==> src/rtl/tval_buffer_pkg.sv <==
// rtl/tval_buffer_pkg.sv - shared SqN/provider/state types for the trap-value buffer
package tval_buffer_pkg;

  localparam int SQN_W      = 7;
  localparam int PKG_TVAL_W = 32;

  typedef logic [SQN_W-1:0] SqN;

  typedef struct packed {
    logic taken;
    SqN   sqN;
  } BranchProv;

  typedef struct packed {
    logic                  valid;
    SqN                    sqN;
    logic [PKG_TVAL_W-1:0] tval;
  } TValProv;

  typedef struct packed {
    logic [PKG_TVAL_W-1:0] tval;
  } TValState;

  typedef struct packed {
    logic [PKG_TVAL_W-1:0] tval;
    SqN                    sqN;
    logic                  retire;
    logic                  live;
  } TValEntry;

  // Wrap-safe age order: a is older than b when (a - b) is negative in SqN width.
  function automatic logic sqn_older(input SqN a, input SqN b);
    SqN d;
    d = a - b;
    return d[SQN_W-1];
  endfunction

endpackage

==> src/rtl/tval_buffer_if.sv <==
// rtl/tval_buffer_if.sv - provider/branch/commit inputs and trap-facing outputs of tval_buffer
interface tval_buffer_if
  import tval_buffer_pkg::*;
#(
  parameter int NUM_TVAL_PROVS = 2,
  parameter int TVAL_W         = 32
);

  BranchProv          IN_branch;
  SqN                 IN_commitSqN;
  TValProv            IN_tvalProvs [NUM_TVAL_PROVS];
  SqN                 IN_lookupSqN;
  TValState           OUT_tvalState;
  logic               OUT_lookupHit;
  logic [TVAL_W-1:0]  OUT_lookupTVal;
  logic               OUT_overflow;

  modport master (
    output IN_branch, IN_commitSqN, IN_tvalProvs, IN_lookupSqN,
    input  OUT_tvalState, OUT_lookupHit, OUT_lookupTVal, OUT_overflow
  );

  modport slave (
    input  IN_branch, IN_commitSqN, IN_tvalProvs, IN_lookupSqN,
    output OUT_tvalState, OUT_lookupHit, OUT_lookupTVal, OUT_overflow
  );

endinterface

==> src/rtl/tval_age_select.sv <==
// rtl/tval_age_select.sv - oldest-of-N (or youngest-of-N) reduction over {valid, sqN}
module tval_age_select
  import tval_buffer_pkg::*;
#(
  parameter int N        = 2,
  parameter bit YOUNGEST = 1'b0,
  localparam int IDX_W   = (N > 1) ? $clog2(N) : 1
) (
  input  logic [N-1:0]            valid,
  input  logic [N-1:0][SQN_W-1:0] sqn,
  output logic [IDX_W-1:0]        idx,
  output logic                    found
);

  // Strict compare keeps the lowest index on equal SqNs.
  always_comb begin
    idx   = '0;
    found = 1'b0;
    for (int i = 0; i < N; i++) begin
      if (valid[i]) begin
        if (!found || (YOUNGEST ? sqn_older(sqn[idx], sqn[i]) : sqn_older(sqn[i], sqn[idx]))) begin
          idx   = IDX_W'(i);
          found = 1'b1;
        end
      end
    end
  end

endmodule

==> src/rtl/tval_buffer.sv <==
// rtl/tval_buffer.sv - multi-entry trap-value store keyed by SqN with flush, delayed retire and lookup
// TVAL_W must not exceed PKG_TVAL_W; stored tvals are zero-extended to the package width.
module tval_buffer
  import tval_buffer_pkg::*;
#(
  parameter int NUM_TVAL_PROVS = 2,
  parameter int DEPTH          = 4,
  parameter int TVAL_W         = 32
) (
  input logic         clk,
  input logic         rst,
  tval_buffer_if.slave bus
);

  localparam int P      = NUM_TVAL_PROVS;
  localparam int PIDX_W = (P > 1) ? $clog2(P) : 1;
  localparam int EIDX_W = $clog2(DEPTH);

  TValEntry ent_q [DEPTH];
  TValEntry ent_d [DEPTH];
  TValState state_q;
  logic     ovf_q, overflow_d;

  logic [P-1:0]                   keep_raw, prov_keep, prov_merge, prov_alloc;
  logic [P-1:0][SQN_W-1:0]        prov_sqn;
  logic [P-1:0][PKG_TVAL_W-1:0]   prov_tval;
  logic [P-1:0][EIDX_W-1:0]       merge_slot;
  logic [DEPTH-1:0]               flush_hit, merged, base_occ, nxt_live;
  logic [DEPTH-1:0][SQN_W-1:0]    ent_sqn, nxt_sqn;
  logic [P-1:0]                   step_wr, step_ovf;
  logic [P-1:0][EIDX_W-1:0]       step_slot;
  logic [P-1:0][PIDX_W-1:0]       step_prov;
  logic [EIDX_W-1:0]              oldest_idx;
  logic                           oldest_ok;

  // Provider filter, same-SqN dedupe (lowest index wins) and merge into live entries.
  always_comb begin
    keep_raw   = '0;
    prov_keep  = '0;
    prov_merge = '0;
    merge_slot = '0;
    flush_hit  = '0;
    merged     = '0;
    base_occ   = '0;
    prov_sqn   = '0;
    prov_tval  = '0;
    ent_sqn    = '0;
    for (int p = 0; p < P; p++) begin
      prov_sqn[p]  = bus.IN_tvalProvs[p].sqN;
      prov_tval[p] = PKG_TVAL_W'(bus.IN_tvalProvs[p].tval[TVAL_W-1:0]);
      keep_raw[p]  = bus.IN_tvalProvs[p].valid &&
                     !(bus.IN_branch.taken && !sqn_older(prov_sqn[p], bus.IN_branch.sqN));
    end
    for (int p = 0; p < P; p++) begin
      prov_keep[p] = keep_raw[p];
      for (int q = 0; q < p; q++)
        if (keep_raw[q] && prov_sqn[q] == prov_sqn[p]) prov_keep[p] = 1'b0;
    end
    for (int i = 0; i < DEPTH; i++) begin
      ent_sqn[i]   = ent_q[i].sqN;
      flush_hit[i] = bus.IN_branch.taken && ent_q[i].live && sqn_older(bus.IN_branch.sqN, ent_q[i].sqN);
    end
    for (int p = 0; p < P; p++)
      for (int i = 0; i < DEPTH; i++)
        if (prov_keep[p] && ent_q[i].live && !flush_hit[i] && ent_q[i].sqN == prov_sqn[p]) begin
          prov_merge[p] = 1'b1;
          merge_slot[p] = EIDX_W'(i);
          merged[i]     = 1'b1;
        end
    for (int i = 0; i < DEPTH; i++)
      base_occ[i] = ent_q[i].live && !flush_hit[i] && !(ent_q[i].retire && !merged[i]);
  end

  assign prov_alloc = prov_keep & ~prov_merge;

  // One allocation step per provider, oldest first; each step sees the slots taken by earlier steps.
  for (genvar k = 0; k < P; k++) begin : g_step
    logic [P-1:0]                rem_in, rem_out;
    logic [DEPTH-1:0]            occ_in, occ_out;
    logic [DEPTH-1:0][SQN_W-1:0] sqn_in, sqn_out;
    logic [PIDX_W-1:0]           pick;
    logic                        pick_ok;
    logic [EIDX_W-1:0]           victim, wr_slot;
    logic                        victim_ok, wr_en, ovf;

    if (k == 0) begin : g_first
      assign rem_in = prov_alloc;
      assign occ_in = base_occ;
      assign sqn_in = ent_sqn;
    end else begin : g_next
      assign rem_in = g_step[k-1].rem_out;
      assign occ_in = g_step[k-1].occ_out;
      assign sqn_in = g_step[k-1].sqn_out;
    end

    tval_age_select #(.N(P), .YOUNGEST(1'b0)) u_pick (
      .valid(rem_in), .sqn(prov_sqn), .idx(pick), .found(pick_ok)
    );
    tval_age_select #(.N(DEPTH), .YOUNGEST(1'b1)) u_victim (
      .valid(occ_in), .sqn(sqn_in), .idx(victim), .found(victim_ok)
    );

    always_comb begin
      wr_en   = 1'b0;
      ovf     = 1'b0;
      wr_slot = '0;
      rem_out = rem_in;
      occ_out = occ_in;
      sqn_out = sqn_in;
      if (pick_ok) begin
        rem_out[pick] = 1'b0;
        if (!(&occ_in)) begin
          for (int i = DEPTH - 1; i >= 0; i--)
            if (!occ_in[i]) wr_slot = EIDX_W'(i);
          wr_en = 1'b1;
        end else begin
          ovf = 1'b1;
          if (victim_ok && sqn_older(prov_sqn[pick], sqn_in[victim])) begin
            wr_en   = 1'b1;
            wr_slot = victim;
          end
        end
        if (wr_en) begin
          occ_out[wr_slot] = 1'b1;
          sqn_out[wr_slot] = prov_sqn[pick];
        end
      end
    end

    assign step_wr[k]   = wr_en;
    assign step_ovf[k]  = ovf;
    assign step_slot[k] = wr_slot;
    assign step_prov[k] = pick;
  end

  // Retire flags arm while commit is past the entry and fire one cycle later unless a merge re-arms.
  always_comb begin
    for (int i = 0; i < DEPTH; i++) begin
      ent_d[i] = ent_q[i];
      if (ent_q[i].live) begin
        if (flush_hit[i] || (ent_q[i].retire && !merged[i])) begin
          ent_d[i].live   = 1'b0;
          ent_d[i].retire = 1'b0;
        end else if (sqn_older(ent_q[i].sqN, bus.IN_commitSqN)) begin
          ent_d[i].retire = 1'b1;
        end
      end
    end
    for (int p = 0; p < P; p++)
      if (prov_merge[p]) begin
        ent_d[merge_slot[p]].tval   = prov_tval[p];
        ent_d[merge_slot[p]].retire = 1'b0;
      end
    for (int k = 0; k < P; k++)
      if (step_wr[k])
        ent_d[step_slot[k]] = '{tval: prov_tval[step_prov[k]], sqN: prov_sqn[step_prov[k]],
                                retire: 1'b0, live: 1'b1};
    overflow_d = |step_ovf;
  end

  always_comb begin
    nxt_live = '0;
    nxt_sqn  = '0;
    for (int i = 0; i < DEPTH; i++) begin
      nxt_live[i] = ent_d[i].live;
      nxt_sqn[i]  = ent_d[i].sqN;
    end
  end

  tval_age_select #(.N(DEPTH), .YOUNGEST(1'b0)) u_oldest (
    .valid(nxt_live), .sqn(nxt_sqn), .idx(oldest_idx), .found(oldest_ok)
  );

  always_ff @(posedge clk or posedge rst) begin
    if (rst) begin
      for (int i = 0; i < DEPTH; i++) ent_q[i] <= '0;
      state_q <= '0;
      ovf_q   <= 1'b0;
    end else begin
      for (int i = 0; i < DEPTH; i++) ent_q[i] <= ent_d[i];
      if (oldest_ok) state_q <= '{tval: ent_d[oldest_idx].tval};
      ovf_q <= overflow_d;
    end
  end

  always_comb begin
    bus.OUT_lookupHit  = 1'b0;
    bus.OUT_lookupTVal = '0;
    for (int i = 0; i < DEPTH; i++)
      if (ent_q[i].live && ent_q[i].sqN == bus.IN_lookupSqN) begin
        bus.OUT_lookupHit  = 1'b1;
        bus.OUT_lookupTVal = ent_q[i].tval[TVAL_W-1:0];
      end
  end

  assign bus.OUT_tvalState = state_q;
  assign bus.OUT_overflow  = ovf_q;

endmodule
==> src/flat_wrapper.sv <==
// flat-port wrapper written by rule: the top's interface ports become plain ports
module tval_buffer_flat import tval_buffer_pkg::*;
#(
  parameter int NUM_TVAL_PROVS = 2,
  parameter int DEPTH          = 4,
  parameter int TVAL_W         = 32
)
  (clk, rst, bus_IN_branch, bus_IN_commitSqN, bus_IN_tvalProvs, bus_IN_lookupSqN, bus_OUT_tvalState, bus_OUT_lookupHit, bus_OUT_lookupTVal, bus_OUT_overflow);
  tval_buffer_if #(.NUM_TVAL_PROVS(NUM_TVAL_PROVS), .TVAL_W(TVAL_W)) bus_i ();
  input logic clk;
  input logic rst;
  input wire logic [$bits(bus_i.IN_branch)-1:0] bus_IN_branch;
  input wire logic [$bits(bus_i.IN_commitSqN)-1:0] bus_IN_commitSqN;
  input wire logic [$bits(bus_i.IN_tvalProvs)-1:0] bus_IN_tvalProvs;
  input wire logic [$bits(bus_i.IN_lookupSqN)-1:0] bus_IN_lookupSqN;
  output wire logic [$bits(bus_i.OUT_tvalState)-1:0] bus_OUT_tvalState;
  output wire logic [$bits(bus_i.OUT_lookupHit)-1:0] bus_OUT_lookupHit;
  output wire logic [$bits(bus_i.OUT_lookupTVal)-1:0] bus_OUT_lookupTVal;
  output wire logic [$bits(bus_i.OUT_overflow)-1:0] bus_OUT_overflow;
  assign bus_i.IN_branch = bus_IN_branch;
  assign bus_i.IN_commitSqN = bus_IN_commitSqN;
  assign bus_i.IN_tvalProvs = {>>{bus_IN_tvalProvs}};
  assign bus_i.IN_lookupSqN = bus_IN_lookupSqN;
  assign bus_OUT_tvalState = bus_i.OUT_tvalState;
  assign bus_OUT_lookupHit = bus_i.OUT_lookupHit;
  assign bus_OUT_lookupTVal = bus_i.OUT_lookupTVal;
  assign bus_OUT_overflow = bus_i.OUT_overflow;
  tval_buffer #(.NUM_TVAL_PROVS(NUM_TVAL_PROVS), .DEPTH(DEPTH), .TVAL_W(TVAL_W)) u_core (.clk(clk), .rst(rst), .bus(bus_i));
endmodule
==> config.mk <==
export PLATFORM = sky130hd
export DESIGN_NAME = tval_buffer_flat
export DESIGN_NICKNAME = d
export VERILOG_FILES = /design/src/rtl/tval_buffer_pkg.sv /design/src/rtl/tval_buffer_if.sv /design/src/rtl/tval_age_select.sv /design/src/rtl/tval_buffer.sv /design/src/flat_wrapper.sv
export SDC_FILE = /design/constraint.sdc
export NUM_CORES = 1
export LEC_CHECK = 0
export ABC_AREA = 0
export CAP_MARGIN = 10
export CORE_ASPECT_RATIO = 1.75
export CORE_MARGIN = 2
export CORE_UTILIZATION = 30
export DETAILED_ROUTE_END_ITERATION = 10
export PLACE_DENSITY = 0.56
export SLEW_MARGIN = 20
export SYNTH_ARGS = -nofsm -noshare
export SYNTH_HDL_FRONTEND = slang
export SYNTH_SLANG_ARGS = --single-unit
==> constraint.sdc <==
create_clock -name clk -period 33.3 [get_ports clk]
set_input_delay 4.995 -clock clk [delete_from_list [all_inputs] [get_ports clk]]
set_output_delay 4.995 -clock clk [all_outputs]
set_load 0.01 [all_outputs]
==> reports/metrics.yaml <==
sta:
  setup_violations: 0
  fmax_mhz: 31.82
  maxSlewViolCount: 0
  hold_violations: 0
  finalCritPeriodShare_pct: 94.37
  max_slew_margin_pct: 27.32
  tns_ns: 0
  period_needed_ns: 31.43
  finClkSkew_ns: 0.01455
  worstMarginPinSlew_ns: 1.086
routing:
  drc: 0
  ant_nets: 0
  drt_pass1_iterations: 5
  finalWirelength_um: 91660
  initialDrtViolationCount: 1688
  drt-wirelength-per-cell_um: 25.17
  vias: 21318
  viasPerCell: 5.853
global_routing:
  gr-usage-met1_pct: 27.34
  gr-usage-all-layers_pct: 24.73
  grt_pass1_vias: 21087
  grt-ovfl-total: 0
  grt_max_degree: 89
  antenna_found_initial: 0
  gr-usage-met3_pct: 2.773
  grt_pass1_wl_um: 134100
  use_met2_pct: 44.09
  busiest_layer: "met2"
logic_synthesis:
  synth_cell_types: 98
  async_flop_share_pct: 100.0
  synth_area_sq_um: 21090
  synthTopCellsByArea: "dfrtp_1, mux2i_1, ha_1"
  synth_cells: 2698
  synth_warnings: 0
  synth_nets: 2911
  synth_common_cells: "nor2_1, nand2_1, mux2i_1, o21ai_0, a21oi_1"
  ys.flop_type: "dfrtp_1"
  synth.most_common_cell: "nor2_1"
  synth_top_area_share_pct: 23.37
  postSynthAreaPerCell_sq_um: 7.817
  synth_edf_count: 0
  synth-seq-area-share_pct: 23.37
  synth_seq_cells: 197
  yosysTopAreaCell: "dfrtp_1"
place:
  dp_hpwl_um: 62910
  portBuffers: 169
  placedCellCount: 3608
  place_congestion: 0.9865
  place_area_sq_um: 23540
final_layout:
  fin_area_sq_um: 24120
  fin_cells: 3642
  final_nets: 2930
  drive_above_1_share_pct: 9.744
  area_delta_synth_final_pct: 14.35
cts:
  ctsResizeCount: 0
  clock_path_buffers: 2
  clk_latency_ns: 0.48
  post_cts_buffers: 0
  ctsHoldBuffers: 0
  cts_root_buffer: "clkbuf_16"
  tritoncts: "done"
  htree_levels: 4
  cts_sinks: 197
  cts_buffers: 17
  clk_pin_slew_worst_paths_ns: 0.08
critical_path:
  crit_fanout: 23
  path_common_cell: "a21o_1"
  crit_path_end_kind: "flop"
  critical_path_class: "input pin to flop"
  cp.arrival_ns: 31.76
  required_ns: 33.64
  crit_path_top_delay_cell: "clkdlybuf4s50_1"
  cp-start-kind: "input pin"
  r2r_end: "u_core.bus.OUT_tvalState[30]$_DFFE_PP0P_"
  r2r_start: "u_core.ent_q[87]$_DFF_PP0_"
  regToRegSetupSlack_ns: 6.24
  critPathMaxStageDelay_ns: 0.62
  reg2reg_depth: 111
min_path:
  min_path_cells: 2
  min_path_type: "flop to flop"
  holdPathEnd: "u_core.bus.OUT_tvalState[16]$_DFFE_PP0P_"
  min_from: "u_core.bus.OUT_tvalState[16]$_DFFE_PP0P_"
floorplan:
  num_io_pins: 170
  die_y_um: 354.8
  start_util_pct: 30.27
  dieArea_sq_um: 72520
  fp-row-count: 128
  die_x_um: 204.4
  core_sq_um: 69670
run_status:
  status: "completed"
run:
  maxCapViolCount: 0
==> registers in the layout, summed over array words and instances, names as in the netlist <==
| signal | flops |
|---|---|
| u_core.bus.OUT_overflow | 1 |
| u_core.bus.OUT_tvalState | 32 |
| u_core.ent_q | 164 |
==> cells in the final DEF, fill, tap and decap left out, types with 5 or more instances in the layout <==
cell               n
a31oi_1            5
o211ai_1          76
a22oi_1           23
clkbuf_16         17
clkinvlp_4         6
a21o_1            36
nor4_1            11
xnor2_1           78
mux2_2            82
or2_2              7
nand2b_1          18
a211oi_1          72
nand3_1           17
nand4_1           34
a211o_1            6
xor2_1            40
and3_1             6
inv_1             71
o22ai_2           30
mux2i_1          274
dfrtp_1          197
o21ai_0          252
nand3b_1           5
a221oi_1          11
nor3_1            21
ha_1             109
and4_1             6
clkdlybuf4s50_1  169
o21ai_1            9
a21oi_1          208
and2_1             5
buf_4             48
nor2b_1           11
o31ai_1           12
o21a_1             8
nand2_1          305
nor2_1           307
nor2_4             6
==> critical path: cells and delay by family <==
| kind | cells | cell delay, ns |
|---|---|---|
| buffers and inverters | 4 | 1.25 |
| AND/OR/NAND/NOR | 27 | 6.17 |
| XOR/XNOR | 6 | 1.19 |
| multiplexers | 5 | 1.51 |
| AO/OA/AOI/OAI | 58 | 13.46 |
| adder cells (fa/ha/maj) | 11 | 3.10 |
==> cells by family (layout without fill, tap and decap cells) <==
logic type | count (synthesis) | after routing | synth area share (%)
XOR/XNOR | 119 | 119 | 5.013
flip-flops | 197 | 197 | 23.37
buffers and inverters | 294 | 326 | 5.784
adder cells (fa/ha/maj) | 109 | 109 | 6.467
multiplexers | 359 | 359 | 17.56
AO/OA/AOI/OAI | 818 | 818 | 25.26
other | 0 | 2 | 0
AND/OR/NAND/NOR | 802 | 802 | 16.54
==> worst max-delay path by stage <==
| stage | slack, ns | endpoint | startpoint |
|---|---|---|---|
| floorplan | 4.17 | u_core.bus.OUT_tvalState[0]$_DFFE_PP0P_ | bus_IN_branch[3] |
| global placement | 1.54 | u_core.bus.OUT_tvalState[30]$_DFFE_PP0P_ | bus_IN_branch[3] |
| detailed placement | 1.11 | u_core.bus.OUT_tvalState[30]$_DFFE_PP0P_ | bus_IN_branch[3] |
| CTS | 1.52 | u_core.bus.OUT_tvalState[30]$_DFFE_PP0P_ | bus_IN_branch[3] |
| global route | -0.002 | u_core.bus.OUT_tvalState[8]$_DFFE_PP0P_ | bus_IN_branch[3] |
| finish | 1.87 | u_core.bus.OUT_tvalState[30]$_DFFE_PP0P_ | bus_IN_branch[3] |
==> per-stage QoR <==
| stage | hold slack [ns] | setup WS [ns] | util, % |
|---|---|---|---|
| after CTS | 0.6045 | 1.523 | 34.59 |
| after floorplan | 0.6004 | 4.166 | - |
| final | 0.6063 | 1.875 | 34.62 |
| after detailed placement | 0.5805 | 1.112 | 33.79 |
| after global routing | 0.6316 | -0.001759 | 34.61 |
| after global placement | 0.5767 | 1.537 | 33.79 |
==> final cells by class <==
type / instances / area (sq um)
diodes: 2 / 5.005
clock buffers: 18 / 439.2
clock inverters: 14 / 118.9
fillers: 7409 / 45550
inverters: 75 / 289.0
multi-input cells: 2207 / 15120
flip-flops and latches: 197 / 4930
well taps: 910 / 1139
repair buffers: 219 / 2074
==> per-layer routing <==
layer  vias to the layer above  wire (um)
li1                       9778          -
met1                     10387      34730
met2                       856      45710
met3                       297       4576
met4                         0       6650
met5                         -          0
Power is left out: the tool's default activity adds up to more than one toggle a clock period on the data nets, which glitch-free logic cannot reach.
